## config.mk

```make
export PLATFORM = sky130hd
export DESIGN_NAME = div_ctrl_flat
export DESIGN_NICKNAME = d
export VERILOG_FILES = /design/src/rtl/div_ctrl_if.sv /design/src/rtl/div_ctrl.sv /design/src/flat_wrapper.sv
export SDC_FILE = /design/constraint.sdc
export NUM_CORES = 1
export LEC_CHECK = 0
export ABC_AREA = 1
export CAP_MARGIN = 20
export CORE_ASPECT_RATIO = 0.5
export CORE_UTILIZATION = 35
export CTS_CLUSTER_DIAMETER = 120
export DETAILED_ROUTE_END_ITERATION = 16
export HOLD_SLACK_MARGIN = 0.06
export SLEW_MARGIN = 20
export SYNTH_ARGS = -nofsm -noshare
export SYNTH_HDL_FRONTEND = slang
export SYNTH_SLANG_ARGS = --single-unit
export TNS_END_PERCENT = 1
```

## constraint.sdc

```tcl
create_clock -name clk -period 9.5 [get_ports clk]
set_input_delay 1.425 -clock clk [delete_from_list [all_inputs] [get_ports clk]]
set_output_delay 1.425 -clock clk [all_outputs]
set_load 0.02 [all_outputs]
```

## src/rtl/div_ctrl_if.sv

```systemverilog
// Divider handshake bundle between the E-stage pipeline and div_ctrl.
// The pipeline drives operands, start and cancel. The divider returns
// stall, the valid strobe and the HI/LO result.
interface div_ctrl_if #(
  parameter int WIDTH = 32
);
  logic             div_startE;
  logic             div_signedE;
  logic [WIDTH-1:0] srcaE;
  logic [WIDTH-1:0] srcbE;
  logic             cancelE;
  logic             div_stallE;
  logic             div_validE;
  logic [WIDTH-1:0] hi_o;
  logic [WIDTH-1:0] lo_o;

  modport master (
    output div_startE, div_signedE, srcaE, srcbE, cancelE,
    input  div_stallE, div_validE, hi_o, lo_o
  );

  modport slave (
    input  div_startE, div_signedE, srcaE, srcbE, cancelE,
    output div_stallE, div_validE, hi_o, lo_o
  );
endinterface

```

## src/rtl/div_ctrl.sv

```systemverilog
// Multi-cycle restoring divider controller for the E stage (DIV / DIVU).
// The divider runs one shift-subtract step per cycle on operand magnitudes.
// Signs are applied when the result is captured: the quotient is negated
// when the operand signs differ, and the remainder follows the dividend.
// A zero divisor returns hi = dividend and lo = all ones.
// Build option: define DIV_ZERO_FAST_EN to skip the iterations for a zero
// divisor (IDLE goes straight to DONE).
//
//   state | meaning
//   ------+------------------------------------------------------------
//   IDLE  | waiting; a start without cancel latches operands and stalls
//   BUSY  | one restoring iteration per cycle, WIDTH cycles, stall high
//   DONE  | one-cycle valid strobe with the final HI/LO, then IDLE
module div_ctrl #(
  parameter int WIDTH = 32
) (
  input logic       clk,
  input logic       rst,
  div_ctrl_if.slave bus
);

  localparam int CW = (WIDTH > 1) ? $clog2(WIDTH) : 1;

  typedef enum logic [1:0] {
    IDLE = 2'd0,
    BUSY = 2'd1,
    DONE = 2'd2
  } stateType;

  stateType state;
  stateType nextState;

  logic             accept;
  logic             stall;
  logic             valid;
  logic             lastIter;
  logic             fastZero;

  logic [CW-1:0]    iterCnt;
  logic [WIDTH-1:0] dividendRaw;
  logic [WIDTH-1:0] divisorMag;
  logic [WIDTH-1:0] remReg;
  logic [WIDTH-1:0] quoReg;
  logic             negQuo;
  logic             negRem;
  logic             divZero;

  logic [WIDTH-1:0] resHi;
  logic [WIDTH-1:0] resLo;
  logic [WIDTH-1:0] holdHi;
  logic [WIDTH-1:0] holdLo;

  logic [WIDTH-1:0] srcaMag;
  logic [WIDTH-1:0] srcbMag;
  logic             srcbZero;
  logic             srcaNeg;
  logic             srcbNeg;

  logic [WIDTH:0]   remShift;
  logic [WIDTH:0]   trialDiff;
  logic [WIDTH-1:0] nextRem;
  logic [WIDTH-1:0] nextQuo;
  logic [WIDTH-1:0] finHi;
  logic [WIDTH-1:0] finLo;

  // Operand sign and magnitude. The most-negative value maps onto itself,
  // and read as unsigned that is exactly 2^(WIDTH-1).
  assign srcaNeg  = bus.div_signedE & bus.srcaE[WIDTH-1];
  assign srcbNeg  = bus.div_signedE & bus.srcbE[WIDTH-1];
  assign srcaMag  = srcaNeg ? (-bus.srcaE) : bus.srcaE;
  assign srcbMag  = srcbNeg ? (-bus.srcbE) : bus.srcbE;
  assign srcbZero = (bus.srcbE == '0);

`ifdef DIV_ZERO_FAST_EN
  assign fastZero = srcbZero;
`else
  assign fastZero = 1'b0;
`endif

  assign lastIter = (iterCnt == CW'(WIDTH - 1));

  // One restoring step: shift in the next dividend bit, then keep the
  // difference only if it did not go negative.
  always_comb begin
    remShift  = {remReg, quoReg[WIDTH-1]};
    trialDiff = remShift - {1'b0, divisorMag};
    nextRem   = remShift[WIDTH-1:0];
    nextQuo   = {quoReg[WIDTH-2:0], 1'b0};
    if (!trialDiff[WIDTH]) begin
      nextRem = trialDiff[WIDTH-1:0];
      nextQuo = {quoReg[WIDTH-2:0], 1'b1};
    end
  end

  // Signed fix-up and zero-divisor override of the final magnitudes.
  always_comb begin
    finLo = negQuo ? (-nextQuo) : nextQuo;
    finHi = negRem ? (-nextRem) : nextRem;
    if (divZero) begin
      finLo = '1;
      finHi = dividendRaw;
    end
  end

  // State register.
  always_ff @(posedge clk) begin
    if (rst) begin
      state <= IDLE;
    end else begin
      state <= nextState;
    end
  end

  // Next-state and handshake outputs. Cancel beats both start and DONE.
  always_comb begin
    nextState = state;
    accept    = 1'b0;
    stall     = 1'b0;
    valid     = 1'b0;
    case (state)
      IDLE: begin
        if (bus.div_startE && !bus.cancelE) begin
          accept    = 1'b1;
          stall     = 1'b1;
          nextState = fastZero ? DONE : BUSY;
        end
      end
      BUSY: begin
        if (bus.cancelE) begin
          nextState = IDLE;
        end else begin
          stall = 1'b1;
          if (lastIter) begin
            nextState = DONE;
          end
        end
      end
      DONE: begin
        valid     = !bus.cancelE;
        nextState = IDLE;
      end
      default: nextState = IDLE;
    endcase
  end

  // Operand latch, iteration datapath and final-result capture.
  always_ff @(posedge clk) begin
    if (rst) begin
      iterCnt     <= '0;
      dividendRaw <= '0;
      divisorMag  <= '0;
      remReg      <= '0;
      quoReg      <= '0;
      negQuo      <= 1'b0;
      negRem      <= 1'b0;
      divZero     <= 1'b0;
      resHi       <= '0;
      resLo       <= '0;
    end else if (accept) begin
      iterCnt     <= '0;
      dividendRaw <= bus.srcaE;
      divisorMag  <= srcbMag;
      remReg      <= '0;
      quoReg      <= srcaMag;
      negQuo      <= srcaNeg ^ srcbNeg;
      negRem      <= srcaNeg;
      divZero     <= srcbZero;
      if (fastZero) begin
        resHi <= bus.srcaE;
        resLo <= '1;
      end
    end else if (state == BUSY && !bus.cancelE) begin
      remReg  <= nextRem;
      quoReg  <= nextQuo;
      iterCnt <= iterCnt + 1'b1;
      if (lastIter) begin
        resHi <= finHi;
        resLo <= finLo;
      end
    end
  end

  // Keep the last delivered result. A DONE that was cancelled never
  // becomes visible outside DONE.
  always_ff @(posedge clk) begin
    if (rst) begin
      holdHi <= '0;
      holdLo <= '0;
    end else if (valid) begin
      holdHi <= resHi;
      holdLo <= resLo;
    end
  end

  assign bus.div_stallE = stall;
  assign bus.div_validE = valid;
  assign bus.hi_o       = (state == DONE) ? resHi : holdHi;
  assign bus.lo_o       = (state == DONE) ? resLo : holdLo;

endmodule

```

## src/flat_wrapper.sv

```systemverilog
// flat-port wrapper written by rule: the top's interface ports become plain ports
module div_ctrl_flat 
#(
  parameter int WIDTH = 32
)
  (clk, rst, bus_div_startE, bus_div_signedE, bus_srcaE, bus_srcbE, bus_cancelE, bus_div_stallE, bus_div_validE, bus_hi_o, bus_lo_o);
  div_ctrl_if #(.WIDTH(WIDTH)) bus_i ();
  input logic clk;
  input logic rst;
  input wire logic [$bits(bus_i.div_startE)-1:0] bus_div_startE;
  input wire logic [$bits(bus_i.div_signedE)-1:0] bus_div_signedE;
  input wire logic [$bits(bus_i.srcaE)-1:0] bus_srcaE;
  input wire logic [$bits(bus_i.srcbE)-1:0] bus_srcbE;
  input wire logic [$bits(bus_i.cancelE)-1:0] bus_cancelE;
  output wire logic [$bits(bus_i.div_stallE)-1:0] bus_div_stallE;
  output wire logic [$bits(bus_i.div_validE)-1:0] bus_div_validE;
  output wire logic [$bits(bus_i.hi_o)-1:0] bus_hi_o;
  output wire logic [$bits(bus_i.lo_o)-1:0] bus_lo_o;
  assign bus_i.div_startE = bus_div_startE;
  assign bus_i.div_signedE = bus_div_signedE;
  assign bus_i.srcaE = bus_srcaE;
  assign bus_i.srcbE = bus_srcbE;
  assign bus_i.cancelE = bus_cancelE;
  assign bus_div_stallE = bus_i.div_stallE;
  assign bus_div_validE = bus_i.div_validE;
  assign bus_hi_o = bus_i.hi_o;
  assign bus_lo_o = bus_i.lo_o;
  div_ctrl #(.WIDTH(WIDTH)) u_core (.clk(clk), .rst(rst), .bus(bus_i));
endmodule
```

==> impl_metrics.ini, run 1 <==
[sta]
slew_headroom_pct = 26.5
fin_crit_ns = 5.65
setup_tns_ns = 0
hold_viol_final = 0
setup_viol = 0
drv_slew = 0
clock_skew_ns = 0.0173
tightest_slew_ns = 1.10
timing.final.ws_setup_ns = 3.85
hold_slack_ns = 0.452
fin_crit_sh_pct = 59.5
fmax_mhz = 177
rsz0062_at_grt = no

[synthesis]
synthTopCellsByArea = dfxtp_1 32%, nand2_1 15%, inv_1 8.9%, a21oi_1 8.1%, o21ai_0 5.5%
yosysTopAreaCellShare_pct = 31.6
synth_seq_cells = 266
syn_avg_cell_area_sq_um = 6.27
yosys_warnings = 0
async_flop_share_pct = 0
postSynthNetCount = 2797
seq_area_frac_synth_pct = 31.6
ys_types = 57
synth_edf_count = 0
synthesis.area_sq_um = 16900
synthCells = 2689
synth_most_common_cell = nand2_1
synth_common_cells = 664 x nand2_1, 402 x inv_1, 272 x a21oi_1
yosysTopAreaCell = dfxtp_1
synth_top_flop_cell = dfxtp_1

[placement]
io_buffers = 134
placed_cells = 3353
hpwl_microns = 43600
preCtsSetupSlack_ns = 3.87
gp_congestion = 0.931

[setup_path]
critPathMaxStageDelay_ns = 0.68
cp_max_fo = 57
worstSetupPathType = in2out
ff2ff_setup_slack_ns = 4.67
start_kind = input pin
reg2reg_depth = 28
critical_path_required_ns = 8.08
crit_chain = clkdlybuf4s50_1 -> inv_1 -> nor4_2 -> buf_4 -> nor2_1 -> inv_1 -> buf_4 -> clkdlybuf4s50_1
r2r-end = u_core.resLo[30]
crit_family = buffers and inverters
crit-reg2reg-launch = u_core.quoReg[31]
cp-end-kind = output port
path_buf_inv = 6
arrival_ns = 4.23
critPathSlowestCell = clkdlybuf4s50_1

[route]
wl_met3_microns = 2970
first_iter_violations = 1451
vias = 17311
drc = 0
top_layer_used = met4
ant_nets = 0
drtPass1Iterations = 6
routed_wl_microns = 57600
wl_met2_microns = 25500
drt-met1-wl_microns = 27700
drt-wirelength-per-cell_microns = 16.9
vias_per_cell = 5.08

[cells_and_area]
area_growth_pct = 16.1
n_antenna_cell = 0
fin_nets = 2853
layout-drive-gt1-share_pct = 5.06
final_cells = 3405
utilization_pct = 41.5
fillCellCount = 5079

[floorplanning]
placeableCoreArea_sq_um = 47200
start_util_pct = 35.7
rows = 56
dieArea_sq_um = 49100
chipWidth_microns = 312
fp.dieH_microns = 157
ios = 135

[clocking]
cts_hold_buf = 0
cts.clk_slew.worst_paths_ns = 0.06
clockBufferDepth = 3
cts.sinks = 266
worstSkewPairLatency_ns = 0.57
cts_tree = done
cts-resized-gates = 0
cts_buffers = 28
postCtsSetupBuffers = 0
cts_max_level = 1
cts_root_buf = clkbuf_16

[outcome]
status = finished clean

[pwr]
seq_power_share_pct = 34.4
ir_worst_vdd_v = 0.000126
clkPwrFrac_pct = 33.1
p_switching_mw = 1.32
p_int_mw = 2.10
power.leakage_nw = 8.88
power.share.combinational_pct = 32.5
swShare_pct = 38.6
power_density_nw_per_um2 = 175

[job]
cap_violations = 0

[worst_hold_path]
hold_class = reg2reg
holdPathStages = 2
hold_start = u_core.holdLo[24]
min_to = u_core.holdLo[24]

[global_routing]
antenna_found_initial = 0
gr-total-overflow = 0
grt_pass1_wl_microns = 86500
grt_pass1_vias = 14921
grt_max_degree = 107
globalRouteTotalUtil_pct = 22.4
-- worst max path at each step --
stage	start	to	slack [ns]	cells after the start
after floorplan	bus_div_startE	bus_div_stallE	5.31	6
after global placement	bus_div_startE	bus_div_stallE	3.86	8
after detailed placement	bus_div_startE	bus_div_stallE	3.87	8
after CTS	bus_div_startE	bus_div_stallE	3.87	8
after global routing	bus_div_startE	bus_div_stallE	3.68	8
final	bus_div_startE	bus_div_stallE	3.85	8
-- power groups by stage --
stage          sequential (mW)  clock [mW]  combinational, mW
5_1_grt                   1.18        1.20               1.23
4_1_cts                   1.18        1.16               1.10
2_1_floorplan             1.19           0              0.791
6_report                  1.18        1.13               1.11
3_3_place_gp              1.20           0               1.09
3_5_place_dp              1.20           0               1.09
-- final cells by class --
cell class | count | area, sq um | area share, %
multi-input cells | 1885 | 9480 | 48.4
repair buffers | 155 | 1500 | 7.64
inverters | 409 | 1540 | 7.85
clock buffers | 36 | 791 | 4.04
well taps | 638 | 798 | 4.08
flip-flops and latches | 266 | 5330 | 27.2
clock inverters | 16 | 155 | 0.792
-- flip-flops by register name, indices dropped and copies added, names as in the netlist --
signal              cells
u_core.divZero          1
u_core.dividendRaw     32
u_core.divisorMag      32
u_core.holdHi          32
u_core.holdLo          32
u_core.iterCnt          5
u_core.negQuo           1
u_core.negRem           1
u_core.quoReg          32
u_core.remReg          32
u_core.resHi           32
u_core.resLo           32
u_core.state            2
-- logic make-up after synthesis --
group / after synthesis / share of synthesized area, %
simple gates: 1164 / 29.5
compound gates: 633 / 21.1
buf+inv: 538 / 12.4
flops: 266 / 31.6
xor+xnor: 49 / 2.54
fa+ha+maj: 39 / 2.94
-- worst register-to-register path: cells and delay by family (launching register included) --
kind / cells / cell delay, ns
AND/OR/NAND/NOR: 17 / 2.66
buffers and inverters: 5 / 0.39
XOR/XNOR: 1 / 0.17
adder cells (fa/ha/maj): 3 / 0.94
flip-flops: 1 / 0.34
AO/OA/AOI/OAI: 2 / 0.28
-- metal layers --
layer	vias to the layer above	GRT usage, %
li1	8870	-
met1	7960	32.2
met2	412	35.3
met3	69	2.81
met4	0	5.93
met5	-	0
-- through the flow --
| stage | cell area [sq um] | total power, mW |
|---|---|---|
| 4_1_cts | 19600 | 3.43 |
| 2_1_floorplan | 16900 | 1.98 |
| 6_report | 19600 | 3.43 |
| 5_1_grt | 19600 | 3.61 |
| 3_3_place_gp | 18600 | 2.29 |
| 3_5_place_dp | 18600 | 2.30 |
-- placed cells by master, fill, tap and decap left out, drive strengths merged, types with 8 or more instances in the layout --
| master | instances |
|---|---|
| dfxtp | 266 |
| nor4 | 16 |
| nand3 | 143 |
| nand4 | 29 |
| o221ai | 17 |
| o22ai | 43 |
| clkdlybuf4s50 | 133 |
| a21oi | 277 |
| o21bai | 8 |
| xor2 | 32 |
| o211ai | 26 |
| clkbuf | 36 |
| clkinv | 10 |
| xnor2 | 17 |
| nor2 | 230 |
| nor3 | 38 |
| o21ai | 204 |
| buf | 22 |
| inv | 409 |
| ha | 38 |
| a31oi | 22 |
| nand2 | 692 |
Power figures use the tool's default switching activity.
==> inputs of run 2 (changes only) <==
==> constraint.sdc (replaced) <==
create_clock -name clk -period 5.2 [get_ports clk]
set_input_delay 0.78 -clock clk [delete_from_list [all_inputs] [get_ports clk]]
set_output_delay 0.78 -clock clk [all_outputs]
set_load 0.02 [all_outputs]
==> run 2 against run 1 <==
  * Sequential power up 82%
  * Via count up 0.73%
  * Clock skew up 0.0011 ns
  * Hold slack worse by 0.0021 ns
  * Global-route usage about the same
==> impl_metrics.ini, run 2 (synthesis gave the netlist of run 1 again) <==
[worst_hold_path]
hold_start = u_core.holdLo[11]
hold_class = reg2reg
min_to = u_core.holdLo[11]
holdPathStages = 2

[placement]
gp_congestion = 0.951
hpwl_microns = 43300
placed_cells = 3361
io_buffers = 134
preCtsSetupSlack_ns = 0.773

[setup_path]
arrival_ns = 5.05
reg2reg_depth = 28
start_kind = register
critPathSlowestCell = fa_1
critical_path_required_ns = 5.73
worstSetupPathType = reg2reg
cp_max_fo = 6
ff2ff_setup_slack_ns = 0.67
r2r-end = u_core.resLo[30]
critPathMaxStageDelay_ns = 0.39
cp-end-kind = register
crit-reg2reg-launch = u_core.quoReg[31]

[clocking]
clockBufferDepth = 3
cts.clk_slew.worst_paths_ns = 0.07
postCtsSetupBuffers = 0
cts_buffers = 28
cts.sinks = 266
worstSkewPairLatency_ns = 0.59
cts_hold_buf = 0
cts_max_level = 1
cts-resized-gates = 0
cts_root_buf = clkbuf_16
cts_tree = done

[cells_and_area]
area_growth_pct = 16.6
final_cells = 3411
layout-drive-gt1-share_pct = 5.12
fin_nets = 2861
final_common_cell = nand2_1
mostFrequentLayoutCells = 663 x nand2_1, 401 x inv_1, 272 x a21oi_1
fillCellCount = 5061
n_antenna_cell = 0

[sta]
clock_skew_ns = 0.0183
hold_viol_final = 0
fin_crit_sh_pct = 87.0
hold_slack_ns = 0.450
timing.final.ws_setup_ns = 0.674
tightest_slew_ns = 1.00
slew_headroom_pct = 33.2
rsz0062_at_grt = no
setup_viol = 0
drv_slew = 0
fin_crit_ns = 4.53
setup_tns_ns = 0
fmax_mhz = 221

[pwr]
power.leakage_nw = 8.92
ir_worst_vdd_v = 0.000252
clkPwrFrac_pct = 33.4
seq_power_share_pct = 34.2
power.share.combinational_pct = 32.3
p_switching_mw = 2.39
power_density_nw_per_um2 = 319
p_int_mw = 3.89
swShare_pct = 38.0

[global_routing]
grt_pass1_wl_microns = 87100
grt_max_degree = 87
gr-total-overflow = 0
antenna_found_initial = 0
globalRouteTotalUtil_pct = 22.5
grt_pass1_vias = 15297

[route]
vias = 17437
drtPass1Iterations = 6
vias_per_cell = 5.11
first_iter_violations = 1669
ant_nets = 0
drt-wirelength-per-cell_microns = 16.8
routed_wl_microns = 57300
drc = 0

[floorplanning]
ios = 135
rows = 56
start_util_pct = 35.7
chipWidth_microns = 312
fp.dieH_microns = 157
placeableCoreArea_sq_um = 47200
dieArea_sq_um = 49100

[outcome]
status = finished clean

[job]
cap_violations = 0
run 2: changes by cell type in the layout (fill, tap and decap cells not counted), sizes merged:
cell	before	now
clkinv	10	7
buf	22	30
bufinv	1	3
inv	409	408
run 2: power by group through the flow:
stage,combinational (mW),sequential (mW),clock (mW)
5_1_grt,2.26,2.15,2.22
3_5_place_dp,1.99,2.19,0
4_1_cts,2.00,2.15,2.13
6_report,2.03,2.15,2.10
3_3_place_gp,1.98,2.19,0
2_1_floorplan,1.45,2.17,0
run 2: layout make-up:
cell class                 instances  area, sq um  area share (%)
clock buffer                      36          751            3.82
clock inverter                    14          190           0.967
inverter                         409         1540            7.81
multi-input combinational       1885         9480            48.2
sequential                       266         5330            27.1
tap                              638          798            4.06
timing repair buffer             163         1580            8.04
run 2: through the flow:
stage	utilization, %	total power [mW]	area [sq um]
after floorplan	-	3.62	16900
after global placement	39.6	4.17	18700
after detailed placement	39.6	4.18	18700
after CTS	41.6	6.27	19700
after global routing	41.6	6.63	19700
final	41.6	6.28	19700
run 2: metal layers:
metal	vias to the layer above	part of all wire [%]	GRT usage, %
li1	8903	-	-
met1	7928	47	32.2
met2	529	44	35.3
met3	77	6.3	2.71
met4	0	2.6	6.07
met5	-	0	0
run 2: worst max path at each step:
stage	startpoint	to	slack, ns	cells after the start
2_1_floorplan	u_core.quoReg[31]	u_core.resLo[30]	1.30	30
3_3_place_gp	u_core.quoReg[31]	u_core.resLo[30]	0.84	28
3_5_place_dp	u_core.quoReg[31]	u_core.resLo[30]	0.77	28
4_1_cts	u_core.quoReg[31]	u_core.resLo[30]	0.76	28
5_1_grt	u_core.quoReg[31]	u_core.resLo[30]	0.23	28
6_report	u_core.quoReg[31]	u_core.resLo[30]	0.67	28
run 2: worst max-delay path, delay by kind of cell, from the launching register on:
family          cells  cell delay [ns]
simple gates       17             2.55
fa+ha+maj           3             0.78
buf+inv             5             0.38
flops               1             0.32
compound gates      2             0.27
xor+xnor            1             0.15
==> inputs of run 3 (changes only) <==
--- a/config.mk
+++ b/config.mk
@@ -11,6 +11,7 @@
 export CORE_UTILIZATION = 35
 export CTS_CLUSTER_DIAMETER = 120
 export DETAILED_ROUTE_END_ITERATION = 16
+export GPL_TIMING_DRIVEN = 0
 export HOLD_SLACK_MARGIN = 0.06
 export SLEW_MARGIN = 20
 export SYNTH_ARGS = -nofsm -noshare
==> run 3 against run 2 <==
  * Combinational power up 5%
  * Flip-flop and latch count unchanged
  * Hold slack better by 0.0030 ns
  * Via count up 4.3%
==> impl_metrics.ini, run 3 (synthesis gave the netlist of run 1 again) <==
[outcome]
status = finished clean

[setup_path]
cp-end-kind = register
reg2reg_depth = 30
ff2ff_setup_slack_ns = 0.32
crit_family = simple AND/OR/NAND/NOR gates
critPathSlowestCell = dfxtp_1
critical_path_required_ns = 5.72
cp.depth = 30
path_buf_inv = 7
critPathMaxStageDelay_ns = 0.43
worstSetupPathType = reg2reg
arrival_ns = 5.40
cp_max_fo = 10
start_kind = register

[clocking]
cts_root_buf = clkbuf_16
cts_tree = done
cts_max_level = 1
cts_buffers = 27
worstSkewPairLatency_ns = 0.58
clockBufferDepth = 3
cts.clk_slew.worst_paths_ns = 0.07
cts.sinks = 266

[global_routing]
grt_max_degree = 15
antenna_found_initial = 1
grt_pass1_vias = 16443
grt_pass1_wl_microns = 99300
gr-total-overflow = 0
globalRouteTotalUtil_pct = 26.3

[pwr]
ir_worst_vdd_v = 0.000277
total_power_mw = 6.40
power.leakage_nw = 8.97
seq_power_share_pct = 33.7
swShare_pct = 38.3
power_density_nw_per_um2 = 321
p_switching_mw = 2.45
p_int_mw = 3.95
clkPwrFrac_pct = 32.8
power.share.combinational_pct = 33.5

[sta]
hold_viol_final = 0
fin_crit_ns = 4.88
setup_viol = 0
drv_slew = 0
slew_headroom_pct = 40.6
rsz0062_at_grt = no
setup_tns_ns = 0
clock_skew_ns = 0.0212
fin_crit_sh_pct = 93.8
fmax_mhz = 205
tightest_slew_ns = 0.891

[cells_and_area]
mostFrequentLayoutCells = 664 x nand2_1, 402 x inv_1, 272 x a21oi_1
area_growth_pct = 18.3
n_antenna_cell = 0
final_common_cell = nand2_1
final_cells = 3509
fillCellCount = 5151
utilization_pct = 42.3
fin_area_sq_um = 20000
fin_nets = 2960
layout-drive-gt1-share_pct = 4.08

[floorplanning]
dieArea_sq_um = 49100
chipWidth_microns = 312
ios = 135
placeableCoreArea_sq_um = 47200
fp.dieH_microns = 157
start_util_pct = 35.7
rows = 56

[placement]
gp_congestion = 1.01
placed_cells = 3461
hpwl_microns = 53700
place_area_sq_um = 19000
io_buffers = 134

[job]
cap_violations = 0

[route]
first_iter_violations = 1896
vias_per_cell = 5.18
vias = 18188
top_layer_used = met4
drc = 0
drt-wirelength-per-cell_microns = 18.9
ant_nets = 0
wl_met3_microns = 3870
routed_wl_microns = 66300
drt-met1-wl_microns = 32000
wl_met2_microns = 29000
drtPass1Iterations = 6

[worst_hold_path]
hold_class = reg2reg
holdPathStages = 2
## run 3: changes by cell type in the layout (fill, tap and decap cells not counted), sizes merged
cell | before | now
clkinvlp | 5 | 1
clkinv | 7 | 8
clkbuf | 36 | 146
buf | 30 | 20
clkdlybuf4s50 | 133 | 134
## run 3: final cells by class
type / count / area, sq um / area share [%]
timing repair buffer: 134 / 1340 / 6.72
multi-input combinational: 1885 / 9480 / 47.5
inverter: 409 / 1540 / 7.69
clock buffer: 37 / 773 / 3.87
buffer: 129 / 549 / 2.75
tap: 638 / 798 / 4.00
clock inverter: 11 / 155 / 0.777
sequential: 266 / 5330 / 26.7
## run 3: final timing paths
check | to | start
worst max-delay path | u_core.resLo[30] | u_core.quoReg[31]
worst min-delay path | u_core.holdHi[21] | u_core.holdHi[21]
worst max register to register | u_core.resLo[30] | u_core.quoReg[31]
worst min register to register | u_core.holdHi[21] | u_core.holdHi[21]
## run 3: timing repair
| action | 4_1_cts | 5_1_grt |
|---|---|---|
| resized for setup | 0 | 3 |
| setup buffers | 0 | 0 |
| setup endpoints to repair | 0 | 5 |
| hold buffers | 0 | 0 |
## run 3: power by group through the flow
| stage | Combinational (mW) | Clock (mW) | Sequential, mW |
|---|---|---|---|
| 6_report | 2.14 | 2.10 | 2.15 |
| 5_1_grt | 2.35 | 2.21 | 2.16 |
| 4_1_cts | 2.10 | 2.12 | 2.15 |
| 3_5_place_dp | 2.09 | 0 | 2.20 |
| 3_3_place_gp | 2.09 | 0 | 2.20 |
| 2_1_floorplan | 1.45 | 0 | 2.17 |
## run 3: worst register-to-register path: cells and delay by family, from the launching register on
kind	cells	cell delay, ns
AND/OR/NAND/NOR	17	2.26
adder cells (fa/ha/maj)	3	0.88
buffers and inverters	7	0.85
flip-flops	1	0.43
AO/OA/AOI/OAI	2	0.26
XOR/XNOR	1	0.16
## run 3: routing by layer
metal | global-route usage, % | vias up
met3 | 2.92 | 76
met4 | 5.56 | 0
met5 | 0 | -
li1 | - | 9095
met1 | 37.8 | 8489
met2 | 42.1 | 528
## run 3: through the flow
step | hold slack [ns] | worst slack, ns
finish | 0.453 | 0.324
detailed placement | 0.445 | 0.0761
floorplan | 0.422 | 1.30
global placement | 0.439 | 0.0566
CTS | 0.455 | 0.227
global route | 0.464 | 0.00429
